===== config.mk =====
export PLATFORM = sky130hd
export DESIGN_NAME = emif_cal_csr
export DESIGN_NICKNAME = d
export VERILOG_FILES = /design/src/rtl/emif_cal_csr_pkg.sv /design/src/rtl/emif_cal_sync.sv /design/src/rtl/emif_cal_csr.sv
export SDC_FILE = /design/constraint.sdc
export NUM_CORES = 1
export LEC_CHECK = 0
export ABC_AREA = 0
export BUFFER_PORTS_ARGS = -buffer_cell sky130_fd_sc_hd__clkbuf_2
export CORE_MARGIN = 3
export CORE_UTILIZATION = 49
export DETAILED_ROUTE_END_ITERATION = 6
export PLACE_DENSITY = 0.86
export SKIP_CTS_REPAIR_TIMING = 1
export SLEW_MARGIN = 40
export SYNTH_ARGS = -nofsm -noshare
export SYNTH_HDL_FRONTEND = slang
export SYNTH_SLANG_ARGS = --single-unit

===== constraint.sdc =====
create_clock -name clk -period 5.15 [get_ports clk]
set_clock_uncertainty 0.1 [all_clocks]
set_input_delay 0.515 -clock clk [delete_from_list [all_inputs] [get_ports clk]]
set_output_delay 0.515 -clock clk [all_outputs]
set_load 0.01 [all_outputs]

===== src/rtl/emif_cal_csr_pkg.sv =====
// Shared definitions for the EMIF calibration CSR block: register offsets,
// STATUS bit positions, the reset-sequence state enum and the DFH layout.
package emif_cal_csr_pkg;

   localparam logic [4:0] OFF_DFH     = 5'h00;
   localparam logic [4:0] OFF_CAP     = 5'h08;
   localparam logic [4:0] OFF_STATUS  = 5'h10;
   localparam logic [4:0] OFF_CONTROL = 5'h18;

   localparam int ST_BUSY_BIT  = 16;
   localparam int ST_TMO_BIT   = 17;
   localparam int ST_ACKN_BIT  = 18;

   localparam int CTRL_START_BIT = 0;
   localparam int CTRL_CLR_BIT   = 1;

   typedef enum logic [1:0] {
      S_IDLE     = 2'd0,
      S_ASSERT   = 2'd1,
      S_RELEASE  = 2'd2,
      S_CAL_WAIT = 2'd3
   } state_t;

   typedef struct packed {
      logic [3:0]  dfh_type;
      logic [18:0] rsvd;
      logic        eol;
      logic [23:0] nxt_offset;
      logic [3:0]  rev;
      logic [11:0] feat_id;
   } dfh_t;

endpackage


===== src/rtl/emif_cal_sync.sv =====
// Two-flop synchronizer for a bus of independent asynchronous level signals,
// with a selectable reset value.
module emif_cal_sync #(
   parameter int             W       = 1,
   parameter logic [W-1:0]   RST_VAL = {W{1'b0}}
) (
   input  logic         i_clk,
   input  logic         i_rst,
   input  logic [W-1:0] i_d,
   output logic [W-1:0] o_q
);

   logic [W-1:0] r_s1;
   logic [W-1:0] r_s2;

   // Metastability filter: two back-to-back flops per bit.
   always_ff @(posedge i_clk) begin
      if (i_rst) begin
         r_s1 <= RST_VAL;
         r_s2 <= RST_VAL;
      end else begin
         r_s1 <= i_d;
         r_s2 <= r_s1;
      end
   end

   assign o_q = r_s2;

endmodule


===== src/rtl/emif_cal_csr.sv =====
// EMIF CSR responder: DFH/capability/status reads and the software-requested
// mem_ss reset sequence followed by a bounded wait for channel calibration.
module emif_cal_csr
   import emif_cal_csr_pkg::*;
#(
   parameter int                NUM_CH         = 4,
   parameter logic [11:0]       FEAT_ID        = 12'h009,
   parameter logic [23:0]       NXT_DFH_OFFSET = 24'h001000,
   parameter logic              DFH_EOL        = 1'b0,
   parameter logic [3:0]        FEAT_REV       = 4'h1,
   parameter logic [NUM_CH-1:0] CH_MASK        = 4'hF,
   parameter int                TIMEOUT_W      = 24
) (
   input  logic              clk,
   input  logic              rst,
   input  logic              csr_rd,
   input  logic              csr_wr,
   input  logic [4:0]        csr_addr,
   input  logic [63:0]       csr_wdata,
   output logic [63:0]       csr_rdata,
   output logic              csr_rvalid,
   output logic              mem_ss_rst_req,
   input  logic              mem_ss_rst_ack_n,
   input  logic [NUM_CH-1:0] mem_ss_cal_success,
   input  logic [NUM_CH-1:0] mem_ss_cal_fail,
   output logic              cal_done
);

   logic              w_ack_n;
   logic [NUM_CH-1:0] w_succ;
   logic [NUM_CH-1:0] w_fail;

   emif_cal_sync #(.W(1), .RST_VAL(1'b1)) u_sync_ack (
      .i_clk(clk), .i_rst(rst), .i_d(mem_ss_rst_ack_n), .o_q(w_ack_n)
   );
   emif_cal_sync #(.W(NUM_CH), .RST_VAL({NUM_CH{1'b0}})) u_sync_succ (
      .i_clk(clk), .i_rst(rst), .i_d(mem_ss_cal_success), .o_q(w_succ)
   );
   emif_cal_sync #(.W(NUM_CH), .RST_VAL({NUM_CH{1'b0}})) u_sync_fail (
      .i_clk(clk), .i_rst(rst), .i_d(mem_ss_cal_fail), .o_q(w_fail)
   );

   state_t                r_state;
   state_t                w_next;
   logic                  w_set_tmo;
   logic [TIMEOUT_W-1:0]  r_cnt;
   logic                  r_tmo;
   logic                  r_rst_req;
   logic [63:0]           r_rdata;
   logic                  r_rvalid;
   logic [63:0]           w_rd_mux;
   logic [63:0]           w_status;
   dfh_t                  w_dfh;

   logic [4:0] w_off;
   assign w_off = {csr_addr[4:3], 3'b000};

   logic w_wr_ctrl;
   logic w_start;
   logic w_clr;
   assign w_wr_ctrl = csr_wr && (w_off == OFF_CONTROL);
   assign w_start   = w_wr_ctrl && csr_wdata[CTRL_START_BIT];
   assign w_clr     = w_wr_ctrl && csr_wdata[CTRL_CLR_BIT];

   logic w_all_ok;
   logic w_any_fail;
   logic w_cnt_max;
   assign w_all_ok   = ((w_succ & CH_MASK) == CH_MASK);
   assign w_any_fail = |(w_fail & CH_MASK);
   assign w_cnt_max  = &r_cnt;

   logic w_unused_bits;
   assign w_unused_bits = ^{csr_addr[2:0], csr_wdata[63:2]};

   // Reset-sequence state register.
   always_ff @(posedge clk) begin
      if (rst) r_state <= S_IDLE;
      else     r_state <= w_next;
   end

   // Next-state logic; success takes priority over a coincident failure/timeout.
   always_comb begin
      w_next    = r_state;
      w_set_tmo = 1'b0;
      case (r_state)
         S_IDLE: begin
            if (w_start) w_next = S_ASSERT;
            else         w_next = S_IDLE;
         end
         S_ASSERT: begin
            if (!w_ack_n) w_next = S_RELEASE;
            else          w_next = S_ASSERT;
         end
         S_RELEASE: begin
            if (w_ack_n) w_next = S_CAL_WAIT;
            else         w_next = S_RELEASE;
         end
         S_CAL_WAIT: begin
            if (w_all_ok) begin
               w_next = S_IDLE;
            end else if (w_any_fail || w_cnt_max) begin
               w_next    = S_IDLE;
               w_set_tmo = 1'b1;
            end else begin
               w_next = S_CAL_WAIT;
            end
         end
         default: w_next = S_IDLE;
      endcase
   end

   // Timeout counter: cleared on RELEASE entry, saturating count in CAL_WAIT.
   always_ff @(posedge clk) begin
      if (rst)
         r_cnt <= {TIMEOUT_W{1'b0}};
      else if (r_state == S_ASSERT && w_next == S_RELEASE)
         r_cnt <= {TIMEOUT_W{1'b0}};
      else if (r_state == S_CAL_WAIT && !w_cnt_max)
         r_cnt <= r_cnt + {{(TIMEOUT_W-1){1'b0}}, 1'b1};
      else
         r_cnt <= r_cnt;
   end

   // Sticky timeout flag and registered reset request.
   always_ff @(posedge clk) begin
      if (rst) begin
         r_tmo     <= 1'b0;
         r_rst_req <= 1'b0;
      end else begin
         if (w_set_tmo)  r_tmo <= 1'b1;
         else if (w_clr) r_tmo <= 1'b0;
         else            r_tmo <= r_tmo;
         r_rst_req <= (w_next == S_ASSERT);
      end
   end

   // Read data mux from current (pre-write) state.
   always_comb begin
      w_dfh            = '0;
      w_dfh.dfh_type   = 4'h3;
      w_dfh.eol        = DFH_EOL;
      w_dfh.nxt_offset = NXT_DFH_OFFSET;
      w_dfh.rev        = FEAT_REV;
      w_dfh.feat_id    = FEAT_ID;

      w_status                 = 64'd0;
      w_status[NUM_CH-1:0]     = w_succ;
      w_status[NUM_CH+7:8]     = w_fail;
      w_status[ST_BUSY_BIT]    = (r_state != S_IDLE);
      w_status[ST_TMO_BIT]     = r_tmo;
      w_status[ST_ACKN_BIT]    = w_ack_n;

      w_rd_mux = 64'd0;
      case (w_off)
         OFF_DFH:    w_rd_mux = w_dfh;
         OFF_CAP:    w_rd_mux[NUM_CH-1:0] = CH_MASK;
         OFF_STATUS: w_rd_mux = w_status;
         default:    w_rd_mux = 64'd0;
      endcase
   end

   // One-cycle read response; data holds until the next read.
   always_ff @(posedge clk) begin
      if (rst) begin
         r_rvalid <= 1'b0;
         r_rdata  <= 64'd0;
      end else begin
         r_rvalid <= csr_rd;
         if (csr_rd) r_rdata <= w_rd_mux;
         else        r_rdata <= r_rdata;
      end
   end

   assign csr_rdata      = r_rdata;
   assign csr_rvalid     = r_rvalid;
   assign mem_ss_rst_req = r_rst_req;
   assign cal_done       = (r_state == S_IDLE) && w_all_ok;

endmodule


==> results by group <==
Status
  • Status: finished, final reports clean

GRT
  • Gr ovfl total: 0
  • Largest net degree at the start of global routing: 39
  • Vias in the first global route: about 2000
  • Initial antenna violation count: 0
  • Overall routing resource usage: 0.1611
  • First-pass GRT wire length: 8.355 mm

Setup path
  • Launching element type of the critical path: primary input
  • Max Fanout on Critical Path: 38
  • Critical path class: primary input to flop
  • Critical Path RT: 5.33 ns
  • CP Data Arrival Time: 2.35 ns
  • CP endpoint kind: flop

Layout
  • Final core occ: 0.5457
  • Design area: 3042 um2
  • Nets@finish: 441
  • Diode count: 0
  • Final std cells w/o fill: 435
  • Share of layout cells above drive strength 1: 0.1791
  • Synthesis-to-finish area growth: 6.951%

Logic synthesis
  • Synthesized instance count: 330
  • Adder-Cell Fraction of Synth Area: 0.004399
  • Cell variety after synth: 43
  • Main combinational cell family by area after synthesis: simple AND/OR/NAND/NOR gates
  • Top_reg_cell synth: dfxtp_1
  • Post-synth EDFFs: 0
  • Compound-Gate Fraction of Synth Area: 0.1104
  • Synthesized area per cell: 8.618 um2
  • Synthesis Warnings: 0
  • Xor/xnor share of the synthesized area: 0.03080
  • Asr flop ratio synth: 0
  • Mux cell area share after synthesis: 0.007039
  • Sequential fraction of the synthesis area: 0.4153
  • #FFs+latches synth: 59
  • Post-synthesis simple-gate area fraction: 0.2679
  • Synthesized area: around 2800 um2

Clock network
  • H-tree Lvls: 3
  • CTS tree: done
  • Worst-skew pair later-pin latency: 0.34 ns
  • CTS Buffer Depth: 2
  • CTS buffer count: 9
  • CTS Root Cell: clkbuf_8
  • Clock net sink count: 59
  • CTS clock-pin slew for the worst setup and hold paths: roughly 0.060 ns

Routing
  • DR DRC count: 0
  • Vias: 2203
  • Routed len/inst: ~12 um
  • Detailed Route Iter0 Violations: 199
  • Post-route ant nets: 0
  • 1st-pass router iterations: 4
  • DRT Wirelength: 5.170 mm
  • Vias per cell: between 5 and 6

Timing
  • Worst hold slack: 0.2583 ns
  • Final setup TNS: 0 ns
  • Period Utilization, post-route: 0.4210
  • # setup viols final: 0
  • Minimum clock period: 2.168 ns
  • Max_slew headroom: 0.5299
  • Slew Viols, Final: 0
  • Final WS setup: 2.982 ns
  • Final Hold Viols: 0
  • Unrepaired setup endpoints after global routing: false
  • Fmax achieved: between 0.4 and 0.5 GHz
  • Worst Tran Pin Value: around 0.71 ns

Placement
  • Setup WS pre-CTS: 2.630 ns
  • Post-detail-place hpwl: 3.787 mm
  • Gpl congestion: ~0.8
  • Buffers on Ports: 34
  • Placed Cells: 419
  • Dpl cell area: approximately 2800 um2

Die
  • Initial Utilization: 0.5102
  • Die X: ~82 um
  • Die height: 82.19 um
  • Site row count: 27
  • Core Area: 5574 um2
  • Die footprint: 6754 um2
  • I/O pin count: 149

Power and ir drop
  • Maximum VDD drop: ~290 uV
  • Static leakage: 1.227 nW
  • Post-layout total power: 936.6 uW
  • Pwr dens: 307.9 nW/um2

Min path
  • Hold WC Path Type: primary input to flop

Flow run
  • Max Cap Viol: 0
==> logic make-up (layout without fill, tap and decap cells) <==
family	after synthesis	after routing
compound gates	52	52
xor+xnor	10	10
fa+ha+maj	1	1
buf+inv	70	55
flops	59	59
mux	2	2
other cells	1	49
simple gates	135	135
==> area by class of cell <==
| type | count | area, um2 |
|---|---|---|
| fillers | 496 | 2532 |
| flip-flops and latches | 59 | 1181 |
| multi-input cells | 249 | 1385 |
| clock inverters | 7 | 68.82 |
| well taps | 72 | 90.09 |
| clock buffers | 9 | 123.9 |
| inverters | 4 | 15.01 |
| repair buffers | 35 | 177.7 |
==> layout by cell type, fill, tap and decap left out, types with 7 or more instances in the layout <==
cell       n
dfxtp_1   59
conb_1    49
clkbuf_2  34
a21oi_1   27
nor2_1    20
nand2_1   20
nor2b_1   18
nand3_1   16
nand4_1   11
o21ai_0   11
clkbuf_8   9
nor3_1     8
or3_1      8
nand2b_1   7
xnor2_1    7
==> final timing paths <==
check | startpoint | cells after the start | endpoint | slack, ns
setup / recovery | rst | 4 | r_cnt[19]$_SDFFE_PP0P_ | 2.98
setup reg to reg | r_state[1]$_SDFF_PP0_ | 5 | r_cnt[19]$_SDFFE_PP0P_ | 2.98
hold / removal | mem_ss_rst_ack_n | 2 | u_sync_ack.r_s1$_SDFF_PP1_ | 0.26
hold reg to reg | u_sync_ack.r_s1$_SDFF_PP1_ | 1 | u_sync_ack.o_q$_SDFF_PP1_ | 0.32
==> registers in the layout (all words and copies together), names as in the netlist, 2 cells and up <==
name              flops
r_cnt                24
csr_rdata            12
u_sync_fail.o_q       4
u_sync_fail.r_s1      4
u_sync_succ.o_q       4
u_sync_succ.r_s1      4
r_state               2
==> critical path: stages <==
cell	delay (ns)
clkbuf_2	0.40
or2_2	0.64
or4_2	0.70
nand2_1	0.10
==> cell usage after synthesis, types with 5 or more instances <==
cell type | instances | area [um2]
nand3_1 | 16 | 80.08
xnor2_1 | 7 | 61.31
nor2b_1 | 18 | 112.6
a21oi_1 | 27 | 135.1
o211ai_1 | 5 | 37.54
dfxtp_1 | 59 | 1181
clkbuf_1 | 9 | 33.78
o21ai_0 | 11 | 55.05
nor2_1 | 20 | 75.07
nand2b_1 | 7 | 43.79
buf_4 | 52 | 390.4
nand4_1 | 11 | 68.82
or3_1 | 8 | 50.05
nor3_1 | 9 | 45.04
nand2_1 | 20 | 75.07
==> routing by layer <==
metal / wire [um] / up-vias / GRT usage
met5: 0 / - / 0
met4: 75 / 0 / 0.07807
met3: 363 / 7 / 0.05640
met2: 2531 / 84 / 0.2652
met1: 2199 / 1015 / 0.1854
li1: - / 1097 / -
==> report_power, final <==
group,switching (mW),leakage [nW],internal (mW)
registers,0.00719,0.481,0.468
clock network,0.182,0.0950,0.221
logic,0.0408,0.651,0.0179
Power figures use the tool's default switching activity.
